$ cat src/rtl/vga_timing_pkg.sv
// rtl/vga_timing_pkg.sv - raster timing types, 640x480@60 defaults and total helper
package vga_timing_pkg;

    localparam int unsigned DEF_PIX_DIV  = 4;
    localparam int unsigned DEF_H_ACTIVE = 640;
    localparam int unsigned DEF_H_FP     = 16;
    localparam int unsigned DEF_H_SYNC   = 96;
    localparam int unsigned DEF_H_BP     = 48;
    localparam int unsigned DEF_V_ACTIVE = 480;
    localparam int unsigned DEF_V_FP     = 10;
    localparam int unsigned DEF_V_SYNC   = 2;
    localparam int unsigned DEF_V_BP     = 33;

    typedef struct packed {
        int unsigned active;
        int unsigned fp;
        int unsigned sync;
        int unsigned bp;
    } timing_t;

    function automatic int unsigned timing_total(input timing_t t);
        return t.active + t.fp + t.sync + t.bp;
    endfunction

endpackage

$ cat src/rtl/clk_en_div.sv
// rtl/clk_en_div.sv - clock-enable divider producing a one-cycle strobe every PIX_DIV cycles
//   CLK_40  in  system clock
//   reset_n in  asynchronous active-low reset
//   run     in  1 = count, 0 = count held at 0 and strobe suppressed
//   pix_en  out registered strobe, high one cycle in PIX_DIV
module clk_en_div #(
    parameter int unsigned PIX_DIV = 4
) (
    input  logic CLK_40,
    input  logic reset_n,
    input  logic run,
    output logic pix_en
);

    // A one-state divider still needs a 1-bit counter to keep the types legal.
    localparam int unsigned CNT_W = (PIX_DIV > 1) ? $clog2(PIX_DIV) : 1;
    localparam logic [CNT_W-1:0] CNT_LAST = CNT_W'(PIX_DIV - 1);

    logic [CNT_W-1:0] count;

    always_ff @(posedge CLK_40 or negedge reset_n) begin
        if (!reset_n) begin
            count  <= '0;
            pix_en <= 1'b0;
        end else if (!run) begin
            count  <= '0;
            pix_en <= 1'b0;
        end else begin
            pix_en <= (count == CNT_LAST);
            count  <= (count == CNT_LAST) ? '0 : count + CNT_W'(1);
        end
    end

endmodule

$ cat src/rtl/vga_timing_gen.sv
// rtl/vga_timing_gen.sv - parametrised VGA raster timing: pixel enable, x/y counters, syncs, de, strobes
//   CLK_40      in  system clock
//   reset_n     in  asynchronous active-low reset
//   run         in  1 = raster advances, 0 = freeze with outputs inactive
//   pix_en      out one-cycle pixel clock-enable
//   x_pos/y_pos out current column / line
//   hsync/vsync out sync pulses, asserted level set by *_SYNC_POL
//   de          out current position is visible
//   line_start  out pulse when x_pos becomes 0
//   frame_start out pulse when (x_pos,y_pos) becomes (0,0)
module vga_timing_gen
    import vga_timing_pkg::*;
#(
    parameter int unsigned PIX_DIV    = DEF_PIX_DIV,
    parameter int unsigned H_ACTIVE   = DEF_H_ACTIVE,
    parameter int unsigned H_FP       = DEF_H_FP,
    parameter int unsigned H_SYNC     = DEF_H_SYNC,
    parameter int unsigned H_BP       = DEF_H_BP,
    parameter int unsigned V_ACTIVE   = DEF_V_ACTIVE,
    parameter int unsigned V_FP       = DEF_V_FP,
    parameter int unsigned V_SYNC     = DEF_V_SYNC,
    parameter int unsigned V_BP       = DEF_V_BP,
    parameter bit          H_SYNC_POL = 1'b0,
    parameter bit          V_SYNC_POL = 1'b0,
    localparam int unsigned H_TOTAL   = timing_total(timing_t'{H_ACTIVE, H_FP, H_SYNC, H_BP}),
    localparam int unsigned V_TOTAL   = timing_total(timing_t'{V_ACTIVE, V_FP, V_SYNC, V_BP}),
    localparam int unsigned X_W       = $clog2(H_TOTAL),
    localparam int unsigned Y_W       = $clog2(V_TOTAL)
) (
    input  logic           CLK_40,
    input  logic           reset_n,
    input  logic           run,
    output logic           pix_en,
    output logic [X_W-1:0] x_pos,
    output logic [Y_W-1:0] y_pos,
    output logic           hsync,
    output logic           vsync,
    output logic           de,
    output logic           line_start,
    output logic           frame_start
);

    localparam logic [X_W-1:0] X_LAST = X_W'(H_TOTAL - 1);
    localparam logic [Y_W-1:0] Y_LAST = Y_W'(V_TOTAL - 1);

    // Window bounds carry one extra bit so an end bound equal to the total
    // still compares correctly even when the total is a power of two.
    localparam logic [X_W:0] X_DE_HI = (X_W + 1)'(H_ACTIVE);
    localparam logic [X_W:0] X_HS_LO = (X_W + 1)'(H_ACTIVE + H_FP);
    localparam logic [X_W:0] X_HS_HI = (X_W + 1)'(H_ACTIVE + H_FP + H_SYNC);
    localparam logic [Y_W:0] Y_DE_HI = (Y_W + 1)'(V_ACTIVE);
    localparam logic [Y_W:0] Y_VS_LO = (Y_W + 1)'(V_ACTIVE + V_FP);
    localparam logic [Y_W:0] Y_VS_HI = (Y_W + 1)'(V_ACTIVE + V_FP + V_SYNC);

    logic [X_W-1:0] x_nxt;
    logic [Y_W-1:0] y_nxt;
    logic           hs_win;
    logic           vs_win;
    logic           de_win;
    logic           wrap_x;

    clk_en_div #(
        .PIX_DIV (PIX_DIV)
    ) u_clk_en_div (
        .CLK_40  (CLK_40),
        .reset_n (reset_n),
        .run     (run),
        .pix_en  (pix_en)
    );

    // Next raster position; y only moves on the x wrap.
    always_comb begin
        x_nxt  = x_pos;
        y_nxt  = y_pos;
        wrap_x = (x_pos == X_LAST);
        if (pix_en) begin
            if (wrap_x) begin
                x_nxt = '0;
                y_nxt = (y_pos == Y_LAST) ? '0 : y_pos + Y_W'(1);
            end else begin
                x_nxt = x_pos + X_W'(1);
            end
        end
    end

    // Decode from the next position so registered syncs/de line up with the
    // registered x_pos/y_pos they describe.
    always_comb begin
        hs_win = ({1'b0, x_nxt} >= X_HS_LO) && ({1'b0, x_nxt} < X_HS_HI);
        vs_win = ({1'b0, y_nxt} >= Y_VS_LO) && ({1'b0, y_nxt} < Y_VS_HI);
        de_win = ({1'b0, x_nxt} < X_DE_HI) && ({1'b0, y_nxt} < Y_DE_HI);
    end

    always_ff @(posedge CLK_40 or negedge reset_n) begin
        if (!reset_n) begin
            x_pos       <= X_LAST;
            y_pos       <= Y_LAST;
            hsync       <= ~H_SYNC_POL;
            vsync       <= ~V_SYNC_POL;
            de          <= 1'b0;
            line_start  <= 1'b0;
            frame_start <= 1'b0;
        end else if (!run) begin
            hsync       <= ~H_SYNC_POL;
            vsync       <= ~V_SYNC_POL;
            de          <= 1'b0;
            line_start  <= 1'b0;
            frame_start <= 1'b0;
        end else begin
            x_pos       <= x_nxt;
            y_pos       <= y_nxt;
            hsync       <= hs_win ? H_SYNC_POL : ~H_SYNC_POL;
            vsync       <= vs_win ? V_SYNC_POL : ~V_SYNC_POL;
            de          <= de_win;
            line_start  <= pix_en && (x_nxt == '0);
            frame_start <= pix_en && (x_nxt == '0) && (y_nxt == '0);
        end
    end

endmodule
$ cat config.mk
export PLATFORM = sky130hd
export DESIGN_NAME = vga_timing_gen
export DESIGN_NICKNAME = d
export VERILOG_FILES = /design/src/rtl/vga_timing_pkg.sv /design/src/rtl/clk_en_div.sv /design/src/rtl/vga_timing_gen.sv
export SDC_FILE = /design/constraint.sdc
export NUM_CORES = 1
export LEC_CHECK = 0
export CAP_MARGIN = 10
export CORE_MARGIN = 2
export CORE_UTILIZATION = 50
export CTS_BUF_LIST = sky130_fd_sc_hd__clkbuf_4
export CTS_CLUSTER_DIAMETER = 150
export DETAILED_ROUTE_END_ITERATION = 6
export PLACE_DENSITY = 0.78
export SYNTH_ARGS = -nofsm -noshare
export SYNTH_HDL_FRONTEND = slang
export SYNTH_HIERARCHICAL = 1
export SYNTH_SLANG_ARGS = --single-unit
$ cat constraint.sdc
create_clock -name CLK_40 -period 2.5 [get_ports CLK_40]
set_input_delay 0.25 -clock CLK_40 [delete_from_list [all_inputs] [get_ports CLK_40]]
set_output_delay 0.25 -clock CLK_40 [all_outputs]
set_load 0.03 [all_outputs]
==> results.py, run 1 <==
metrics = {
    "worst_setup_path": {
        "startpoint_type": "flip-flop",
        "required_ps": 2750,
        "critPathArrivalTime_ps": 3090,
        "crit_fanout": 6,
        "critical_path_class": "flip-flop to flip-flop",
        "end_kind": "flip-flop",
    },
    "sta": {
        "final.setup.worst_slack_ps": -337.1,
        "setup_viol": 4,
        "rsz0062_at_grt": "yes",
        "fmax_mhz": 352.5,
        "maxSlewViolCount": 0,
        "finalClockSkew_ps": 2.941,
        "slew_headroom_pct": 72.58,
        "hold_viol": 0,
        "fin_crit_ps": 2837,
        "holdWs_ps": 272.9,
        "worst_pin_slew_ps": 411.3,
        "period_share_pct": 113.5,
    },
    "routing": {
        "firstDrtPassIters": 7,
        "drt-wirelength-per-cell_um": 15.88,
        "drt_wl_total_um": 4907,
        "drt_iter0_markers": 179,
        "drcViolationCount": 0,
        "num_vias": 1802,
        "avgViaCountPerCell": 5.832,
        "ant_nets": 0,
    },
    "power": {
        "irDropWorstVdd_uv": 315.8,
        "p_per_area_mw_per_mm2": 394.2,
        "total_leakage_power_nw": 0.9780,
    },
    "synthesis": {
        "synth_top_cells_by_area": "dfrtp_1, dfstp_2, xnor2_1, nand2_1, nand3_1",
        "syn_area_mm2": 0.001859,
        "ys.flop_type": "dfrtp_1",
        "synth-edff-count": 0,
        "syn_inst": 207,
        "yosys.area.top_type": "dfrtp_1",
        "ys_async_sr_fraction_pct": 100.0,
        "yosysSeqAreaShare_pct": 38.49,
        "yosysUniqueCellTypes": 53,
        "syn_area_per_cell_um2": 8.982,
        "synth_nets": 214,
        "ys_ff_latch": 28,
        "yosysWarnings": 6,
        "synth.top_cell.area_share_pct": 21.53,
    },
    "floorplanning": {
        "rows": 22,
        "die_area_mm2": 0.004222,
        "initial_utilization_pct": 51.56,
        "coreArea_mm2": 0.003606,
        "io_pins": 29,
        "die_h_um": 64.98,
        "fp.dieW_um": 64.98,
    },
    "min_path": {
        "hp-class": "input port to async pin",
    },
    "cts": {
        "cts.sinks": 28,
        "clock_latency_ps": 330,
        "numCtsBuffers": 3,
        "cts_tree": "yes",
        "root_buffer": "clkbuf_4",
        "htreeDepth": 1,
        "clk_pin_slew_ps": 150,
        "cts_buffer_depth": 2,
        "hold_buffers": 0,
    },
    "global_routing": {
        "grt_overflow": 0,
        "grt_pass1_vias": 1548,
        "antenna_found_initial": 0,
        "grtUsageTotal_pct": 23.88,
        "grt_max_degree": 29,
        "grt_pass1_wl_um": 7776,
    },
    "layout": {
        "fin_nets": 269,
        "utilization_pct": 69.78,
        "layout-drive-gt1-share_pct": 29.50,
        "antennaDiodeCount": 0,
        "synthToLayoutAreaGrowth_pct": 35.33,
    },
    "placement": {
        "place_congestion": 0.9664,
        "dp_hpwl_um": 3354,
        "pre_cts_ws_ps": -342.0,
        "io_buffer_count": 28,
    },
    "run_status": {
        "status": "complete, but fails checks",
        "violations": "setup timing",
    },
    "job": {
        "max_cap_viol_count": 0,
    },
}
==> cell families (layout without fill, tap and decap cells) <==
kind of cell | after synthesis | in the layout | share of synthesized area, %
muxes | 2 | 2 | 1.211
and+or+nand+nor | 97 | 97 | 29.14
AOI/OAI and AO/OA | 42 | 42 | 14.60
adders and majority gates | 4 | 4 | 2.692
buffers and inverters | 18 | 72 | 6.325
xor gates and xnor gates | 16 | 16 | 7.537
DFF | 28 | 28 | 38.49
==> flip-flops by register name, indices dropped and copies added (netlist names) <==
| register | count |
|---|---|
| u_clk_en_div/count | 2 |
| u_clk_en_div/pix_en | 1 |
| line_start | 1 |
| y_pos | 10 |
| frame_start | 1 |
| x_pos | 10 |
| de | 1 |
| vsync | 1 |
| hsync | 1 |
==> cell type report <==
cell class | count | area, µm²
inverter | 4 | 15.01
timing repair buffer | 64 | 558.0
tap | 48 | 60.06
clock inverter | 1 | 3.754
sequential | 28 | 716.9
fill | 275 | 1090
multi-input combinational | 161 | 1140
clock buffer | 3 | 22.52
==> synth_stat cells (all sizes together), types with 2 or more instances <==
library cell,instances
xor2,4
a31oi,2
and2,4
or4,2
nor4,4
o31ai,3
nand2b,2
a22oi,2
a211oi,2
nor2b,2
inv,4
nor4b,3
a21boi,2
ha,4
nor2,14
a21oi,6
nand4,6
or4b,2
nor3b,3
o21ai,13
nor3,10
buf,11
mux2,2
clkbuf,3
o22ai,2
o211ai,2
dfrtp,16
dfstp,12
xnor2,12
and3,2
nand2,24
o2111ai,2
nand3,14
==> per-stage QoR <==
stage | cells | total power [mW] | instance area (µm²) | setup TNS, ps
floorplan | 207 | 0.6737 | 1861 | -613.2
global placement | 303 | 0.7899 | 2354 | -544.7
detailed placement | 303 | 0.7980 | 2354 | -803.6
CTS | 307 | 0.9900 | 2407 | -808.0
global route | 309 | 1.051 | 2516 | -1127
finish | 309 | 0.9919 | 2516 | -778.8
==> report_power, final <==
part	internal, mW	switching [mW]
logic	0.122	0.167
registers	0.494	0.0172
clock network	0.0586	0.133
==> worst max-delay path: stages, from the launching register on <==
cell	delay, ps
dfstp_2	560
or4b_4	470
or4_4	640
buf_6	170
o31a_2	370
o22ai_4	210
nor4b_4	70
nor4b_2	270
==> layer usage <==
layer  vias up  wire, µm  track usage (%)  share of wire [%]
met4         0        50            5.851                1.0
li1        853         -                -                  -
met2        70      2417            38.02                 49
met5         -         0                0                  0
met3         6       275            3.299                5.6
met1       873      2164            34.25                 44
==> final timing paths <==
| kind | startpoint | to | slack (ps) | depth (start not counted) |
|---|---|---|---|---|
| worst max-delay path | x_pos[9] | de | -340 | 7 |
| worst min-delay path | reset_n | u_clk_en_div/count[1] | 270 | 2 |
| worst max register to register | x_pos[9] | de | -340 | 7 |
| worst min register to register | u_clk_en_div/count[0] | u_clk_en_div/count[0] | 460 | 1 |
| max in group asynchronous | reset_n | x_pos[9] | 1920 | 2 |
| min in group CLK_40 | u_clk_en_div/count[0] | u_clk_en_div/count[0] | 460 | 1 |
==> repair_timing <==
action,CTS,global route
gates resized for setup,4,18
setup endpoints to repair,4,6
setup buffers,0,3
pin swaps,1,8
==> cell usage in the layout, fill, tap and decap left out, drive strengths merged, types with 3 or more instances in the layout <==
| cell type | netlist | layout |
|---|---|---|
| buf | 11 | 36 |
| clkdlybuf4s50 | 0 | 28 |
| nand2 | 24 | 24 |
| dfrtp | 16 | 16 |
| nand3 | 14 | 14 |
| nor2 | 14 | 14 |
| o21ai | 13 | 13 |
| dfstp | 12 | 12 |
| xnor2 | 12 | 12 |
| nor3 | 10 | 10 |
| nand4 | 6 | 6 |
| a21oi | 6 | 6 |
| inv | 4 | 4 |
| xor2 | 4 | 4 |
| ha | 4 | 4 |
| and2 | 4 | 4 |
| nor4 | 4 | 4 |
| o31ai | 3 | 3 |
| clkbuf | 3 | 3 |
| nor4b | 3 | 3 |
| nor3b | 3 | 3 |
No activity file was read; power rests on OpenSTA's default activity.
==> run 2: changes to the inputs <==
- ABC_AREA: unset -> 1
- CTS_CLUSTER_SIZE: unset -> 25
==> run 2 against run 1 <==
The flow now finishes without violations; maximum frequency increased by 36%; first-iteration DRC count shrank 34%; clock-buffer cell count up 1; non-clock buffer count shrank 33; die area shrank 1.1%; critical endpoint is now frame_start.
==> results.py, run 2 <==
metrics = {
    "layout": {
        "antennaDiodeCount": 0,
        "fin_nets": 309,
        "finalNonFillerCells": 349,
        "synthToLayoutAreaGrowth_pct": 19.61,
        "largest_registers": "x_pos (10), y_pos (10), u_clk_en_div/count (2)",
        "layout-drive-gt1-share_pct": 9.635,
        "fillers": 343,
        "multi_input_area_um2": 973.4,
        "layout_commonest_cell": "nand2_1",
        "seqCellArea_um2": 715.7,
        "layout_common_cells": "nand2_1, nor2_1, inv_1",
        "finalInstanceArea_mm2": 0.002198,
        "utilization_pct": 60.96,
    },
    "worst_setup_path": {
        "r2r_cells": 11,
        "rr_startpoint": "x_pos[0]",
        "crit_fanout": 12,
        "rr_endpoint": "frame_start",
        "startpoint_type": "flip-flop",
        "required_ps": 2770,
        "startpoint": "x_pos[0]",
        "cp-endpoint": "frame_start",
        "end_kind": "flip-flop",
        "critical_path_class": "flip-flop to flip-flop",
        "critPathArrivalTime_ps": 2350,
        "ff2ff_setup_slack_ps": 420,
    },
    "synthesis": {
        "synth_top_cells_by_area": "dfrtp_1, nand2_1, dfstp_2, nand3_1, nor2_1",
        "yosysMostFrequentCell": "nand2_1",
        "yosysUniqueCellTypes": 28,
        "yosys.area.top_type": "dfrtp_1",
        "syn_inst": 272,
        "ys_ff_latch": 28,
        "yosys-top-cells-count": "nand2_1, nor2_1, inv_1",
        "ys.flop_type": "dfrtp_1",
        "yosysSeqAreaShare_pct": 38.94,
        "syn_area_mm2": 0.001838,
        "syn_area_per_cell_um2": 6.757,
        "synth-edff-count": 0,
        "yosysWarnings": 6,
        "ys_async_sr_fraction_pct": 100.0,
        "synth.top_cell.area_share_pct": 21.78,
        "synth_nets": 279,
    },
    "placement": {
        "pre_cts_ws_ps": 488.7,
        "dp.cells": 345,
        "place_congestion": 0.9381,
        "dp_hpwl_um": 3124,
        "io_buffer_count": 28,
        "placed_area_mm2": 0.002168,
    },
    "job": {
        "max_cap_viol_count": 0,
    },
    "routing": {
        "drt-wirelength-per-cell_um": 11.61,
        "drt_wl_total_um": 4051,
        "drt_iter0_markers": 119,
        "num_vias": 1753,
        "ant_nets": 0,
        "firstDrtPassIters": 4,
        "drcViolationCount": 0,
        "avgViaCountPerCell": 5.023,
    },
    "sta": {
        "holdWs_ps": 271.6,
        "finalSetupTns_ps": 0,
        "slew_headroom_pct": 69.81,
        "period_share_pct": 83.31,
        "fin_crit_ps": 2083,
        "setup_viol": 0,
        "worst_pin_slew_ps": 452.8,
        "final.setup.worst_slack_ps": 417.2,
        "finalClockSkew_ps": 9.423,
        "fmax_mhz": 480.1,
        "hold_viol": 0,
        "rsz0062_at_grt": "no",
        "maxSlewViolCount": 0,
    },
    "cts": {
        "htreeDepth": 1,
        "numCtsBuffers": 3,
        "root_buffer": "clkbuf_4",
        "clock_latency_ps": 330,
        "hold_buffers": 0,
        "clk_pin_slew_ps": 150,
        "cts.sinks": 28,
        "cts_tree": "yes",
        "ctsResizeCount": 0,
        "cts_setup_buffers": 0,
        "cts_buffer_depth": 2,
    },
    "power": {
        "irDropWorstVdd_uv": 287.8,
        "total_leakage_power_nw": 1.064,
        "power_mw": 1.319,
        "p_per_area_mw_per_mm2": 600.2,
    },
    "run_status": {
        "status": "complete, no violations",
    },
    "global_routing": {
        "grt_overflow": 0,
        "grt_pass1_wl_um": 7286,
        "grt_pass1_vias": 1612,
        "grt_max_degree": 32,
        "antenna_found_initial": 0,
        "grtUsageTotal_pct": 22.02,
    },
    "floorplanning": {
        "coreArea_mm2": 0.003606,
        "rows": 22,
        "io_pins": 29,
        "initial_utilization_pct": 50.97,
        "die_area_mm2": 0.004177,
        "die_h_um": 64.63,
        "fp.dieW_um": 64.63,
    },
    "min_path": {
        "hp-class": "input port to async pin",
    },
}
==> run 2: cell types whose count changed in the layout (fill, tap and decap cells not counted), sizes merged, moves of 10 or more <==
cell and change:
nand2 +71, buf -33, inv +27, nor2 +24
nand3 +17, xnor2 -11, o21ai +10
==> run 2: power by group <==
group | switching [mW] | internal (mW)
sequential | 0.0897 | 0.532
combinational | 0.304 | 0.189
clock | 0.131 | 0.0735
total | 0.525 | 0.794
==> run 2: final cells by class <==
| class | instances | share of cell area (%) |
|---|---|---|
| sequential | 28 | 32.56 |
| tap | 48 | 2.732 |
| timing repair buffer | 31 | 13.77 |
| clock buffer | 4 | 1.366 |
| inverter | 31 | 5.293 |
| multi-input combinational | 207 | 44.28 |
==> run 2: critical path: stages (launching register included) <==
cell and delay [ps]:
dfstp_2 620, ha_1 200, nand2_2 120, nor2_8 140, nand3_4 170, inv_1 230
nand2_1 70, nand2_1 140, nand2_1 70, nor2_1 110, nand2_1 60, nor2_1 70
==> run 2: metal layers <==
metal | routed length [µm] | global-route usage (%) | vias up
met4 | 47 | 6.915 | 0
met5 | 0 | 0 | -
met1 | 1978 | 30.55 | 795
li1 | - | - | 913
met2 | 1888 | 36.46 | 40
met3 | 137 | 2.083 | 5
==> run 2: how the worst min path moves through the flow <==
stage	startpoint	to	depth (start not counted)
3_5_place_dp	u_clk_en_div/count[0]	u_clk_en_div/count[0]	1
6_report	reset_n	x_pos[5]	2
4_1_cts	reset_n	x_pos[7]	2
5_1_grt	reset_n	x_pos[7]	2
2_1_floorplan	reset_n	de	0
3_3_place_gp	u_clk_en_div/count[0]	u_clk_en_div/count[0]	1
==> run 2: kinds of logic after synthesis <==
kind of cell / synth area share [%]
flops: 38.94
fa+ha+maj: 2.723
buf+inv: 8.101
xor+xnor: 0.9532
simple gates: 40.44
compound gates: 8.849
